$ cat config.mk
export PLATFORM = sky130hd
export DESIGN_NAME = commit_unit_n_flat
export DESIGN_NICKNAME = d
export VERILOG_FILES = /design/src/rtl/commit_unit_n_pkg.sv /design/src/rtl/commit_unit_n_if.sv /design/src/rtl/commit_unit_n_window_select.sv /design/src/rtl/commit_unit_n.sv /design/src/flat_wrapper.sv
export SDC_FILE = /design/constraint.sdc
export NUM_CORES = 1
export LEC_CHECK = 0
export CAP_MARGIN = 10
export CORE_AREA = 2 2 342 344
export DETAILED_ROUTE_END_ITERATION = 6
export DIE_AREA = 0 0 344 346
export MAX_ROUTING_LAYER = met4
export PLACE_DENSITY = 0.59
export SETUP_SLACK_MARGIN = 0.02
export SLEW_MARGIN = 20
export SYNTH_ARGS = -nofsm -noshare
export SYNTH_HDL_FRONTEND = slang
export SYNTH_SLANG_ARGS = --single-unit
$ cat constraint.sdc
create_clock -name clk -period 7.39 [get_ports clk]
set_input_delay 1.478 -clock clk [delete_from_list [all_inputs] [get_ports clk]]
set_output_delay 1.478 -clock clk [all_outputs]
set_load 0.02 [all_outputs]
$ cat src/rtl/commit_unit_n_pkg.sv
// Shared types for the N-wide ROB commit stage: ROB entry layout, unit kinds,
// load/store widths and the commit FSM encoding.
package commit_unit_n_pkg;
    localparam int BUF_SIZE     = 8;
    localparam int BUF_SIZE_LOG = $clog2(BUF_SIZE);

    typedef enum logic [1:0] {S_EMPTY, S_ISSUED, S_EXECUTED} e_state_t;
    typedef enum logic [1:0] {ALU, LOAD, STORE, BRANCH} unit_t;
    typedef enum logic [1:0] {BYTE, HALF, WORD} ldst_mode;

    // result doubles as the store data for STORE entries
    typedef struct packed {
        e_state_t              e_state;
        unit_t                 unit_kind;
        logic [BUF_SIZE_LOG:0] tag;
        logic [4:0]            dest;
        logic [31:0]           result;
        logic [31:0]           addr;
        ldst_mode              mode;
    } entry_t;

    typedef enum logic {CU_IDLE, CU_STORE_WAIT} cu_state_t;
endpackage

$ cat src/rtl/commit_unit_n_if.sv
// Bundle between the commit stage and the ROB / register file / store buffer.
// slave = commit unit side, master = surrounding pipeline side.
interface commit_unit_n_if #(
    parameter int BUF_SIZE     = commit_unit_n_pkg::BUF_SIZE,
    parameter int BUF_SIZE_LOG = $clog2(BUF_SIZE),
    parameter int COMMIT_WIDTH = 4
);
    import commit_unit_n_pkg::*;
    localparam int TAG_W = BUF_SIZE_LOG + 1;
    localparam int CNT_W = $clog2(COMMIT_WIDTH + 1);

    entry_t                  entries [BUF_SIZE];
    logic                    flush;
    logic [TAG_W-1:0]        flush_tag;
    logic                    store_ready;
    logic [COMMIT_WIDTH-1:0] reg_we;
    logic [4:0]              reg_addr [COMMIT_WIDTH];
    logic [31:0]             reg_data [COMMIT_WIDTH];
    logic [COMMIT_WIDTH-1:0] commit_valid;
    logic [TAG_W-1:0]        commit_tags [COMMIT_WIDTH];
    logic [CNT_W-1:0]        commit_count;
    logic [TAG_W-1:0]        head_tag;
    logic                    store_valid;
    ldst_mode                store_mode;
    logic [31:0]             store_addr;
    logic [31:0]             store_data;

    modport slave (
        input  entries, flush, flush_tag, store_ready,
        output reg_we, reg_addr, reg_data, commit_valid, commit_tags, commit_count,
               head_tag, store_valid, store_mode, store_addr, store_data
    );
    modport master (
        output entries, flush, flush_tag, store_ready,
        input  reg_we, reg_addr, reg_data, commit_valid, commit_tags, commit_count,
               head_tag, store_valid, store_mode, store_addr, store_data
    );
endinterface

$ cat src/rtl/commit_unit_n_window_select.sv
// Combinational window scan: finds the longest committable run from the head,
// allowing only the first store in the window to retire.
module commit_window_select #(
    parameter int BUF_SIZE     = commit_unit_n_pkg::BUF_SIZE,
    parameter int BUF_SIZE_LOG = $clog2(BUF_SIZE),
    parameter int COMMIT_WIDTH = 4,
    localparam int TAG_W  = BUF_SIZE_LOG + 1,
    localparam int CNT_W  = $clog2(COMMIT_WIDTH + 1),
    localparam int LANE_W = (COMMIT_WIDTH > 1) ? $clog2(COMMIT_WIDTH) : 1
) (
    input  commit_unit_n_pkg::entry_t entries [BUF_SIZE],
    input  logic [TAG_W-1:0]          head_tag,
    input  logic                      store_blocked,
    output logic [COMMIT_WIDTH-1:0]   commit_mask,
    output commit_unit_n_pkg::entry_t lane_entries [COMMIT_WIDTH],
    output logic [LANE_W-1:0]         store_lane,
    output logic                      store_found,
    output logic [CNT_W-1:0]          count
);
    import commit_unit_n_pkg::*;

    logic [COMMIT_WIDTH-1:0] eligible;
    logic [COMMIT_WIDTH-1:0] is_store;
    logic                    run;

    genvar gi;
    generate
        for (gi = 0; gi < COMMIT_WIDTH; gi++) begin : g_lane
            logic [BUF_SIZE_LOG-1:0] slot;
            // slot index wraps naturally; the expected tag carries the phase bit
            assign slot              = head_tag[BUF_SIZE_LOG-1:0] + BUF_SIZE_LOG'(gi);
            assign lane_entries[gi]  = entries[slot];
            assign eligible[gi]      = (entries[slot].e_state == S_EXECUTED) &&
                                       (entries[slot].tag == head_tag + TAG_W'(gi));
            assign is_store[gi]      = (entries[slot].unit_kind == STORE);
        end
    endgenerate

    always_comb begin
        commit_mask = '0;
        store_lane  = '0;
        store_found = 1'b0;
        count       = '0;
        run         = !store_blocked;
        for (int k = 0; k < COMMIT_WIDTH; k++) begin
            if (run && eligible[k] && !(is_store[k] && store_found)) begin
                commit_mask[k] = 1'b1;
                count          = count + CNT_W'(1);
                if (is_store[k]) begin
                    store_found = 1'b1;
                    store_lane  = LANE_W'(k);
                end
            end else begin
                run = 1'b0;
            end
        end
    end
endmodule

$ cat src/rtl/commit_unit_n.sv
// Registered N-wide in-order commit stage: head pointer, store handshake FSM
// and the register-file / store-buffer output registers.
module commit_unit_n #(
    parameter int BUF_SIZE     = commit_unit_n_pkg::BUF_SIZE,
    parameter int BUF_SIZE_LOG = $clog2(BUF_SIZE),
    parameter int COMMIT_WIDTH = 4
) (
    input logic           clk,
    input logic           rst,
    commit_unit_n_if.slave cu
);
    import commit_unit_n_pkg::*;
    localparam int TAG_W  = BUF_SIZE_LOG + 1;
    localparam int CNT_W  = $clog2(COMMIT_WIDTH + 1);
    localparam int LANE_W = (COMMIT_WIDTH > 1) ? $clog2(COMMIT_WIDTH) : 1;

    cu_state_t               state_reg, state_next;
    logic                    store_blocked;
    logic [TAG_W-1:0]        head_reg;
    logic [COMMIT_WIDTH-1:0] mask;
    entry_t                  lane_entries [COMMIT_WIDTH];
    logic [LANE_W-1:0]       store_lane;
    logic                    store_found;
    logic [CNT_W-1:0]        count;

    logic [COMMIT_WIDTH-1:0] we_next, reg_we_reg, commit_valid_reg;
    logic [4:0]              addr_next [COMMIT_WIDTH];
    logic [4:0]              reg_addr_reg [COMMIT_WIDTH];
    logic [31:0]             data_next [COMMIT_WIDTH];
    logic [31:0]             reg_data_reg [COMMIT_WIDTH];
    logic [TAG_W-1:0]        tag_next [COMMIT_WIDTH];
    logic [TAG_W-1:0]        commit_tags_reg [COMMIT_WIDTH];
    logic [CNT_W-1:0]        commit_count_reg;
    logic                    store_valid_reg;
    ldst_mode                store_mode_reg;
    logic [31:0]             store_addr_reg, store_data_reg;

    commit_window_select #(
        .BUF_SIZE(BUF_SIZE), .BUF_SIZE_LOG(BUF_SIZE_LOG), .COMMIT_WIDTH(COMMIT_WIDTH)
    ) u_select (
        .entries(cu.entries), .head_tag(head_reg), .store_blocked(store_blocked),
        .commit_mask(mask), .lane_entries(lane_entries), .store_lane(store_lane),
        .store_found(store_found), .count(count)
    );

    always_ff @(posedge clk) begin
        if (rst) state_reg <= CU_IDLE;
        else     state_reg <= state_next;
    end

    always_comb begin
        state_next = state_reg;
        if (cu.flush) begin
            state_next = CU_IDLE;
        end else begin
            case (state_reg)
                CU_IDLE:       if (store_valid_reg && !cu.store_ready) state_next = CU_STORE_WAIT;
                CU_STORE_WAIT: if (cu.store_ready) state_next = CU_IDLE;
                default:       state_next = CU_IDLE;
            endcase
        end
    end

    // An unaccepted store freezes the whole window so its outputs stay stable.
    always_comb begin
        store_blocked = 1'b0;
        case (state_reg)
            CU_IDLE:       store_blocked = store_valid_reg && !cu.store_ready;
            CU_STORE_WAIT: store_blocked = !cu.store_ready;
            default:       store_blocked = 1'b0;
        endcase
    end

    genvar gi;
    generate
        for (gi = 0; gi < COMMIT_WIDTH; gi++) begin : g_lane_next
            assign we_next[gi]   = mask[gi] && (lane_entries[gi].unit_kind != STORE) &&
                                   (lane_entries[gi].dest != 5'd0);
            assign addr_next[gi] = we_next[gi] ? lane_entries[gi].dest : 5'd0;
            assign data_next[gi] = we_next[gi] ? lane_entries[gi].result : 32'd0;
            assign tag_next[gi]  = mask[gi] ? lane_entries[gi].tag : '0;
        end
    endgenerate

    always_ff @(posedge clk) begin
        if (rst || cu.flush) begin
            head_reg         <= rst ? '0 : cu.flush_tag;
            commit_valid_reg <= '0;
            reg_we_reg       <= '0;
            commit_count_reg <= '0;
            for (int k = 0; k < COMMIT_WIDTH; k++) begin
                reg_addr_reg[k]    <= '0;
                reg_data_reg[k]    <= '0;
                commit_tags_reg[k] <= '0;
            end
            store_valid_reg <= 1'b0;
            store_mode_reg  <= WORD;
            store_addr_reg  <= '0;
            store_data_reg  <= '0;
        end else begin
            head_reg         <= head_reg + TAG_W'(count);
            commit_valid_reg <= mask;
            reg_we_reg       <= we_next;
            commit_count_reg <= count;
            for (int k = 0; k < COMMIT_WIDTH; k++) begin
                reg_addr_reg[k]    <= addr_next[k];
                reg_data_reg[k]    <= data_next[k];
                commit_tags_reg[k] <= tag_next[k];
            end
            if (store_found) begin
                store_valid_reg <= 1'b1;
                store_mode_reg  <= lane_entries[store_lane].mode;
                store_addr_reg  <= lane_entries[store_lane].addr;
                store_data_reg  <= lane_entries[store_lane].result;
            end else if (store_valid_reg && cu.store_ready) begin
                store_valid_reg <= 1'b0;
            end
        end
    end

    assign cu.head_tag     = head_reg;
    assign cu.commit_valid = commit_valid_reg;
    assign cu.reg_we       = reg_we_reg;
    assign cu.reg_addr     = reg_addr_reg;
    assign cu.reg_data     = reg_data_reg;
    assign cu.commit_tags  = commit_tags_reg;
    assign cu.commit_count = commit_count_reg;
    assign cu.store_valid  = store_valid_reg;
    assign cu.store_mode   = store_mode_reg;
    assign cu.store_addr   = store_addr_reg;
    assign cu.store_data   = store_data_reg;
endmodule

$ cat src/flat_wrapper.sv
// flat-port wrapper written by rule: the top's interface ports become plain ports
module commit_unit_n_flat import commit_unit_n_pkg::*;
#(
    parameter int BUF_SIZE     = commit_unit_n_pkg::BUF_SIZE,
    parameter int BUF_SIZE_LOG = $clog2(BUF_SIZE),
    parameter int COMMIT_WIDTH = 4
)
  (clk, rst, cu_entries, cu_flush, cu_flush_tag, cu_store_ready, cu_reg_we, cu_reg_addr, cu_reg_data, cu_commit_valid, cu_commit_tags, cu_commit_count, cu_head_tag, cu_store_valid, cu_store_mode, cu_store_addr, cu_store_data);
  commit_unit_n_if #(.BUF_SIZE(BUF_SIZE), .BUF_SIZE_LOG(BUF_SIZE_LOG), .COMMIT_WIDTH(COMMIT_WIDTH)) cu_i ();
  input logic clk;
  input logic rst;
  input wire logic [$bits(cu_i.entries)-1:0] cu_entries;
  input wire logic [$bits(cu_i.flush)-1:0] cu_flush;
  input wire logic [$bits(cu_i.flush_tag)-1:0] cu_flush_tag;
  input wire logic [$bits(cu_i.store_ready)-1:0] cu_store_ready;
  output wire logic [$bits(cu_i.reg_we)-1:0] cu_reg_we;
  output wire logic [$bits(cu_i.reg_addr)-1:0] cu_reg_addr;
  output wire logic [$bits(cu_i.reg_data)-1:0] cu_reg_data;
  output wire logic [$bits(cu_i.commit_valid)-1:0] cu_commit_valid;
  output wire logic [$bits(cu_i.commit_tags)-1:0] cu_commit_tags;
  output wire logic [$bits(cu_i.commit_count)-1:0] cu_commit_count;
  output wire logic [$bits(cu_i.head_tag)-1:0] cu_head_tag;
  output wire logic [$bits(cu_i.store_valid)-1:0] cu_store_valid;
  output wire logic [$bits(cu_i.store_mode)-1:0] cu_store_mode;
  output wire logic [$bits(cu_i.store_addr)-1:0] cu_store_addr;
  output wire logic [$bits(cu_i.store_data)-1:0] cu_store_data;
  assign cu_i.entries = {>>{cu_entries}};
  assign cu_i.flush = cu_flush;
  assign cu_i.flush_tag = cu_flush_tag;
  assign cu_i.store_ready = cu_store_ready;
  assign cu_reg_we = cu_i.reg_we;
  assign cu_reg_addr = {>>{cu_i.reg_addr}};
  assign cu_reg_data = {>>{cu_i.reg_data}};
  assign cu_commit_valid = cu_i.commit_valid;
  assign cu_commit_tags = {>>{cu_i.commit_tags}};
  assign cu_commit_count = cu_i.commit_count;
  assign cu_head_tag = cu_i.head_tag;
  assign cu_store_valid = cu_i.store_valid;
  assign cu_store_mode = cu_i.store_mode;
  assign cu_store_addr = cu_i.store_addr;
  assign cu_store_data = cu_i.store_data;
  commit_unit_n #(.BUF_SIZE(BUF_SIZE), .BUF_SIZE_LOG(BUF_SIZE_LOG), .COMMIT_WIDTH(COMMIT_WIDTH)) u_core (.clk(clk), .rst(rst), .cu(cu_i));
endmodule
==> flow_metrics.tcl, run 1 <==
set metrics [dict create \
    cp.required_ps 7840 \
    skew_ps 25.46 \
    cts_buffers 37 \
    critPathArrivalTime_ps 6980 \
    syn-cell-area_mm2 0.02567 \
    worst_pin_slew_ps 1066 \
    die_area_mm2 0.1190 \
    clockRootBuffer "clkbuf_16" \
    drt_wl_total_um 134600 \
    powerDensity_mw_per_mm2 146.8 \
    ir_worst_vdd_mv 0.1280 \
    ys_types 80 \
    die_h_um 346 \
    critical_path.top_delay_family "compound AO/OA/AOI/OAI gates" \
    postPlaceCellArea_mm2 0.03628 \
    hpwl_um 104500 \
    start_util_pct 22.24 \
    mostFrequentLayoutCells "885 x clkdlybuf4s50_1, 457 x mux4_2, 450 x mux2i_1, 244 x dfxtp_1, 188 x nor2_1" \
    clkTransAtPathRegs_ps 60 \
    ant_nets 0 \
    clock_sinks 247 \
    critPathLaunchType "primary input" \
    drive_gt1_share_pct 24.73 \
    postSynthAreaPerCell_um2 12.02 \
    final_area_mm2 0.03768 \
    syn-num-nets 2787 \
    port_buffers 885 \
    finalMaxSlewViolations 0 \
    grt_pass1_wl_um 185300 \
    antenna_found_initial 29 \
    drtPass1Iterations 6 \
    tns_ps 0 \
    cts_resized 0 \
    seq_area_frac_synth_pct 19.26 \
    synthFlopType "dfxtp_1" \
    ys_seq_elements 247 \
    placementRows 125 \
    end_kind "register" \
    area_growth_pct 46.77 \
    hp-class "register to register" \
    cts_tree "yes" \
    ctsHoldBuffers 0 \
    grt_pass1_vias 24304 \
    status "finished, final reports clean" \
    cts_buffer_depth 3 \
    overflow 0 \
    htreeDepth 2 \
    clock_latency_ps 580 \
    max_stage_delay_ps 570 \
    rsz0062_at_grt "no" \
    synth-edff-count 0 \
    yosys_warnings 0 \
    fp.dieW_um 344 \
    fmax_mhz 153.2 \
    largest_reg_flops 128 \
    r2r_slack_ps 1270 \
    finalCriticalPeriod_ps 6528 \
    setup_viol 0 \
    drt_iter0_markers 2047 \
    hold_violations 0 \
    postSynthCellCount 2136 \
    path_class "primary input to register" \
    finalPower_mw 5.532 \
    path_max_fanout 6 \
    core-area_mm2 0.1154 \
    num_io_pins 886 \
    grt_max_degree 144 \
    drv_cap 0 \
    crit_buf_inv 2 \
    avgRoutedWirePerCell_um 29.91 \
    period_share_pct 88.34 \
    grt_usage_pct 22.28 \
    viasPerCell 5.390 \
    layout.cells.most_common "clkdlybuf4s50_1" \
    final_nets 3572 \
    synthArstFlopShare_pct 0 \
    slew_headroom_pct 28.93 \
    p_leak_nw 12.64 \
    via_count 24254 \
    drc_errors 0 \
    cp_cell_sequence "clkdlybuf4s50_1 -> nand3b_1 -> mux2_2 -> o22ai_1 -> o211ai_1 -> nor3_1 -> a21boi_0 -> ha_1 -> inv_1 -> nand4bb_1 -> nor3_1 -> nand2_1 -> a21oi_1 -> mux2_2 -> ha_1 -> mux2_2 -> ha_1 -> a21o_1 -> a21oi_1 -> xor2_1 -> nor2_1 -> a21oi_1 -> nor2_1" \
    cts_setup_buffers 0 \
    crit_slowest_cell "clkdlybuf4s50_1" \
    gp_congestion 0.9724 \
]
-- synthesized netlist by cell type (29+ instances only) --
cell type / count / area share, %
nor2_1: 192 / 2.8
o211ai_1: 34 / 0.99
buf_1: 29 / 0.42
buf_2: 63 / 1.2
dfxtp_1: 247 / 19
mux2i_1: 450 / 18
o21ai_0: 37 / 0.72
a211oi_1: 39 / 1.1
nand2_1: 94 / 1.4
clkbuf_1: 98 / 1.4
mux4_2: 457 / 40
mux2_2: 70 / 3.1
-- power by group --
part | total [mW] | internal (mW) | leakage, nW | switching [mW]
combinational | 2.19 | 1.16 | 9.99 | 1.03
sequential | 1.34 | 1.33 | 1.99 | 0.00608
clock | 2.00 | 1.24 | 0.654 | 0.764
total | 5.53 | 3.73 | 12.6 | 1.80
-- through the flow --
step | utilization, % | instances | hold slack, ps | setup slack (ps)
final | 32.64 | 4500 | 456.8 | 861.7
after floorplan | - | 2136 | 504.1 | 71.66
after CTS | 32.58 | 4472 | 455.4 | 1058
after detailed placement | 31.43 | 4406 | 441.0 | 463.6
after global routing | 32.63 | 4493 | 481.7 | 575.0
after global placement | 31.43 | 4406 | 438.0 | 468.4
-- metal layers --
layer  GRT usage [%]  part of all wire (%)
met3           4.463                   8.4
met4           6.389                   3.1
met5               -                     0
met1           28.19                    41
met2           35.91                    48
-- path summary, 6_finish.rpt --
kind                                    startpoint                               endpoint  depth (start not counted)
max                                cu_entries[152]          u_core.cu.head_tag[3]$_DFF_P_                         23
min          u_core.cu.store_data[17]$_SDFFE_PP0P_  u_core.cu.store_data[17]$_SDFFE_PP0P_                          1
min reg2reg  u_core.cu.store_data[17]$_SDFFE_PP0P_  u_core.cu.store_data[17]$_SDFFE_PP0P_                          1
max reg2reg          u_core.cu.head_tag[0]$_DFF_P_          u_core.cu.head_tag[3]$_DFF_P_                         23
-- area by class of cell --
class / instances / area (µm²)
diodes: 28 / 70.07
multi-input cells: 1654 / 19820
fillers: 11580 / 77750
well taps: 1524 / 1907
clock buffers: 47 / 1035
clock inverters: 19 / 291.5
inverters: 21 / 97.59
flip-flops and latches: 247 / 4956
repair buffers: 960 / 9497
-- worst reg2reg max path: stages, from the launching register on --
cell	delay [ps]
dfxtp_4	430
buf_12	430
mux4_2	890
nor4_1	350
buf_4	210
o211ai_1	100
nor3_1	300
a21boi_0	290
ha_1	190
inv_1	40
nand4bb_1	250
nor3_1	290
nand2_1	110
a21oi_1	200
mux2_2	370
ha_1	270
mux2_2	280
ha_1	270
a21o_1	150
a21oi_1	180
xor2_1	160
nor2_1	60
a21oi_1	140
nor2_1	50
-- cells by family (layout without fill, tap and decap cells) --
kind of cell               after synthesis  count (layout)  share of synthesized area [%]
AOI/OAI and AO/OA                      242             242                          7.097
xor gates and xnor gates                15              15                         0.5703
adders and majority gates               12              12                         0.6044
buffers and inverters                  235            1047                          4.167
DFF                                    247             247                          19.26
muxes                                  978             978                          60.80
other                                    0              28                              0
and+or+nand+nor                        407             407                          7.501
No activity file was read; power rests on OpenSTA's default activity.
==> run 2: changes to the inputs <==
CTS_CLUSTER_DIAMETER = 150   (was not set)
==> results of run 2 <==
Final layout, timing and power as in run 1 (identical DEF).
==> edit, RTL diff (config.mk and constraints of run 1) <==
`COMMIT_WIDTH` is set to 4 in 4 places; all go to 8.
--- a/src/rtl/commit_unit_n_if.sv
+++ b/src/rtl/commit_unit_n_if.sv
@@ -3,7 +3,7 @@
 interface commit_unit_n_if #(
     parameter int BUF_SIZE     = commit_unit_n_pkg::BUF_SIZE,
     parameter int BUF_SIZE_LOG = $clog2(BUF_SIZE),
-    parameter int COMMIT_WIDTH = 4
+    parameter int COMMIT_WIDTH = 8
 );
     import commit_unit_n_pkg::*;
     localparam int TAG_W = BUF_SIZE_LOG + 1;
--- a/src/rtl/commit_unit_n_window_select.sv
+++ b/src/rtl/commit_unit_n_window_select.sv
@@ -3,7 +3,7 @@
 module commit_window_select #(
     parameter int BUF_SIZE     = commit_unit_n_pkg::BUF_SIZE,
     parameter int BUF_SIZE_LOG = $clog2(BUF_SIZE),
-    parameter int COMMIT_WIDTH = 4,
+    parameter int COMMIT_WIDTH = 8,
     localparam int TAG_W  = BUF_SIZE_LOG + 1,
     localparam int CNT_W  = $clog2(COMMIT_WIDTH + 1),
     localparam int LANE_W = (COMMIT_WIDTH > 1) ? $clog2(COMMIT_WIDTH) : 1
--- a/src/rtl/commit_unit_n.sv
+++ b/src/rtl/commit_unit_n.sv
@@ -3,7 +3,7 @@
 module commit_unit_n #(
     parameter int BUF_SIZE     = commit_unit_n_pkg::BUF_SIZE,
     parameter int BUF_SIZE_LOG = $clog2(BUF_SIZE),
-    parameter int COMMIT_WIDTH = 4
+    parameter int COMMIT_WIDTH = 8
 ) (
     input logic           clk,
     input logic           rst,
--- a/src/flat_wrapper.sv
+++ b/src/flat_wrapper.sv
@@ -3,7 +3,7 @@
 #(
     parameter int BUF_SIZE     = commit_unit_n_pkg::BUF_SIZE,
     parameter int BUF_SIZE_LOG = $clog2(BUF_SIZE),
-    parameter int COMMIT_WIDTH = 4
+    parameter int COMMIT_WIDTH = 8
 )
   (clk, rst, cu_entries, cu_flush, cu_flush_tag, cu_store_ready, cu_reg_we, cu_reg_addr, cu_reg_data, cu_commit_valid, cu_commit_tags, cu_commit_count, cu_head_tag, cu_store_valid, cu_store_mode, cu_store_addr, cu_store_data);
   commit_unit_n_if #(.BUF_SIZE(BUF_SIZE), .BUF_SIZE_LOG(BUF_SIZE_LOG), .COMMIT_WIDTH(COMMIT_WIDTH)) cu_i ();
Ports: changed (6 resized); port bits go from 886 to 1059. The function was not compared with the original's and may differ.
==> edit against run 1 <==
  * Register-to-register slack worse by 900 ps
  * Hold slack better by 100 ps
  * Routed wire length is 40% higher
  * Global-route usage is 9.1 points higher
  * First-iteration DRC count is 81% higher
  * Setup slack worse by 640 ps
  * Total power is 50% higher
  * Sequential cell count is 173 higher
  * Utilization is 14 points higher
  * Via count is 59% higher
  * Area after synthesis is 49% higher
  * Design area is 42% higher
  * Largest power group unchanged
==> edit: results (changes against run 1) <==
slew_headroom_pct: 30.59  # +1.7 points
yosysUniqueCellTypes: 82  # +2.5%
path_max_fanout: 3  # -3
root_buffer: "clkbuf_16"
use_met1_pct: 37.47  # +9.3 points
fillCellCount: 10700  # -7.6%
skew_ps: 47.91  # +22.45 ps
nets: 5328  # +49%
cts_made_buffers: 53  # +43%
hpwl_mm: 138.9  # +33%
track_usage_pct: 31.35  # +9.1 points
grt_max_degree: 156  # +8.3%
max_stage_delay_ps: 500  # -70 ps
worst_path_max_delay_cell: "mux4_2"
syn_nets: 4391  # +58%
io_buffers: 1058  # +20%
cp_top_family: "adder cells"
netlist_top_cells_count: "mux4_2, nand2_1, mux2i_1"
synth_xor_area_share_pct: 1.144  # +0.57 points
largest_reg_flops: 256  # +100%
antenna_found_initial: 63  # +120%
synth_compound_area_share_pct: 9.930  # +2.8 points
synthAdderAreaFrac_pct: 0.6306  # +0.026 points
hold_path_class: "register to register"
internal_power_mw: 5.510  # +48%
use_met3_pct: 7.263  # +2.8 points
drive_gt1_share_pct: 21.13  # -3.6 points
yosysSeqAreaShare_pct: 21.96  # +2.7 points
grt_pass1_wl_mm: 266.1  # +44%
viasPerCell: 6.106  # +13%
grt_pass1_vias: 36700  # +51%
synthTopCellsByArea: "mux4_2, dfxtp_1, mux2i_1"
met2_usage_pct: 49.11  # +13 points
status: "completed"
vdd_drop_max_v: 0.0001611  # +26%
## edit: routing by layer
metal  part of all wire (%)  wire, µm
met5                      0         0
met4                    5.7     10800
met3                     10     19210
met2                     47     89480
met1                     37     69430
## edit: what timing repair did
action | 4_1_cts | 5_1_grt
pin swaps | 2 | 20
cloned | 0 | 0
setup buffers | 2 | 6
endpoints found under the setup margin | 1 | 3
resized for setup | 1 | 38
## edit: cell families after synthesis
kind of cell | count (synthesis)
and+or+nand+nor | 1192
muxes | 1051
AOI/OAI and AO/OA | 585
buffers and inverters | 424
DFF | 420
xor gates and xnor gates | 43
adders and majority gates | 19
## edit: final timing paths
check	from	endpoint	slack, ps	cells past startpoint
min	u_core.cu.store_valid	u_core.cu.store_valid	560	2
max	cu_entries[230]	u_core.cu.head_tag[3]	220	31
min reg2reg	u_core.cu.store_valid	u_core.cu.store_valid	560	2
max reg2reg	u_core.cu.head_tag[1]	u_core.cu.head_tag[3]	370	34
## edit: through the flow
stage | power, mW | instance area, µm² | setup WS, ps | TNS [ps] | std cells
global placement | 5.344 | 51200 | -685.6 | -1689 | 6131
CTS | 8.301 | 53150 | 23.16 | 0 | 6231
detailed placement | 5.366 | 51200 | -726.3 | -1698 | 6131
global route | 8.632 | 53530 | -34.28 | -34.28 | 6297
finish | 8.299 | 53540 | 217.7 | 0 | 6298
floorplan | 4.299 | 38360 | 42.46 | 0 | 3734
## edit: power by group through the flow
stage	logic [mW]	clock network (mW)	registers (mW)
after global placement	3.02	0	2.32
after detailed placement	3.04	0	2.32
final	3.10	2.92	2.27
after floorplan	1.97	0	2.33
after CTS	3.06	2.97	2.27
after global routing	3.30	3.06	2.27
## edit: layout make-up
| cell class | instances | area, µm² | share of cell area, % |
|---|---|---|---|
| clock buffer | 66 | 1475 | 2.756 |
| antenna | 60 | 150.1 | 0.2805 |
| sequential | 420 | 8419 | 15.73 |
| inverter | 42 | 162.7 | 0.3038 |
| tap | 1524 | 1907 | 3.562 |
| timing repair buffer | 1264 | 12420 | 23.21 |
| clock inverter | 32 | 451.7 | 0.8437 |
| multi-input combinational | 2890 | 28540 | 53.32 |
## edit: worst reg2reg max path: cells and delay by family (launching register included)
kind / cells / cell delay, ps
multiplexers: 3 / 860
AND/OR/NAND/NOR: 6 / 1160
AO/OA/AOI/OAI: 9 / 1350
flip-flops: 1 / 360
adder cells (fa/ha/maj): 7 / 1820
XOR/XNOR: 4 / 720
buffers and inverters: 5 / 670
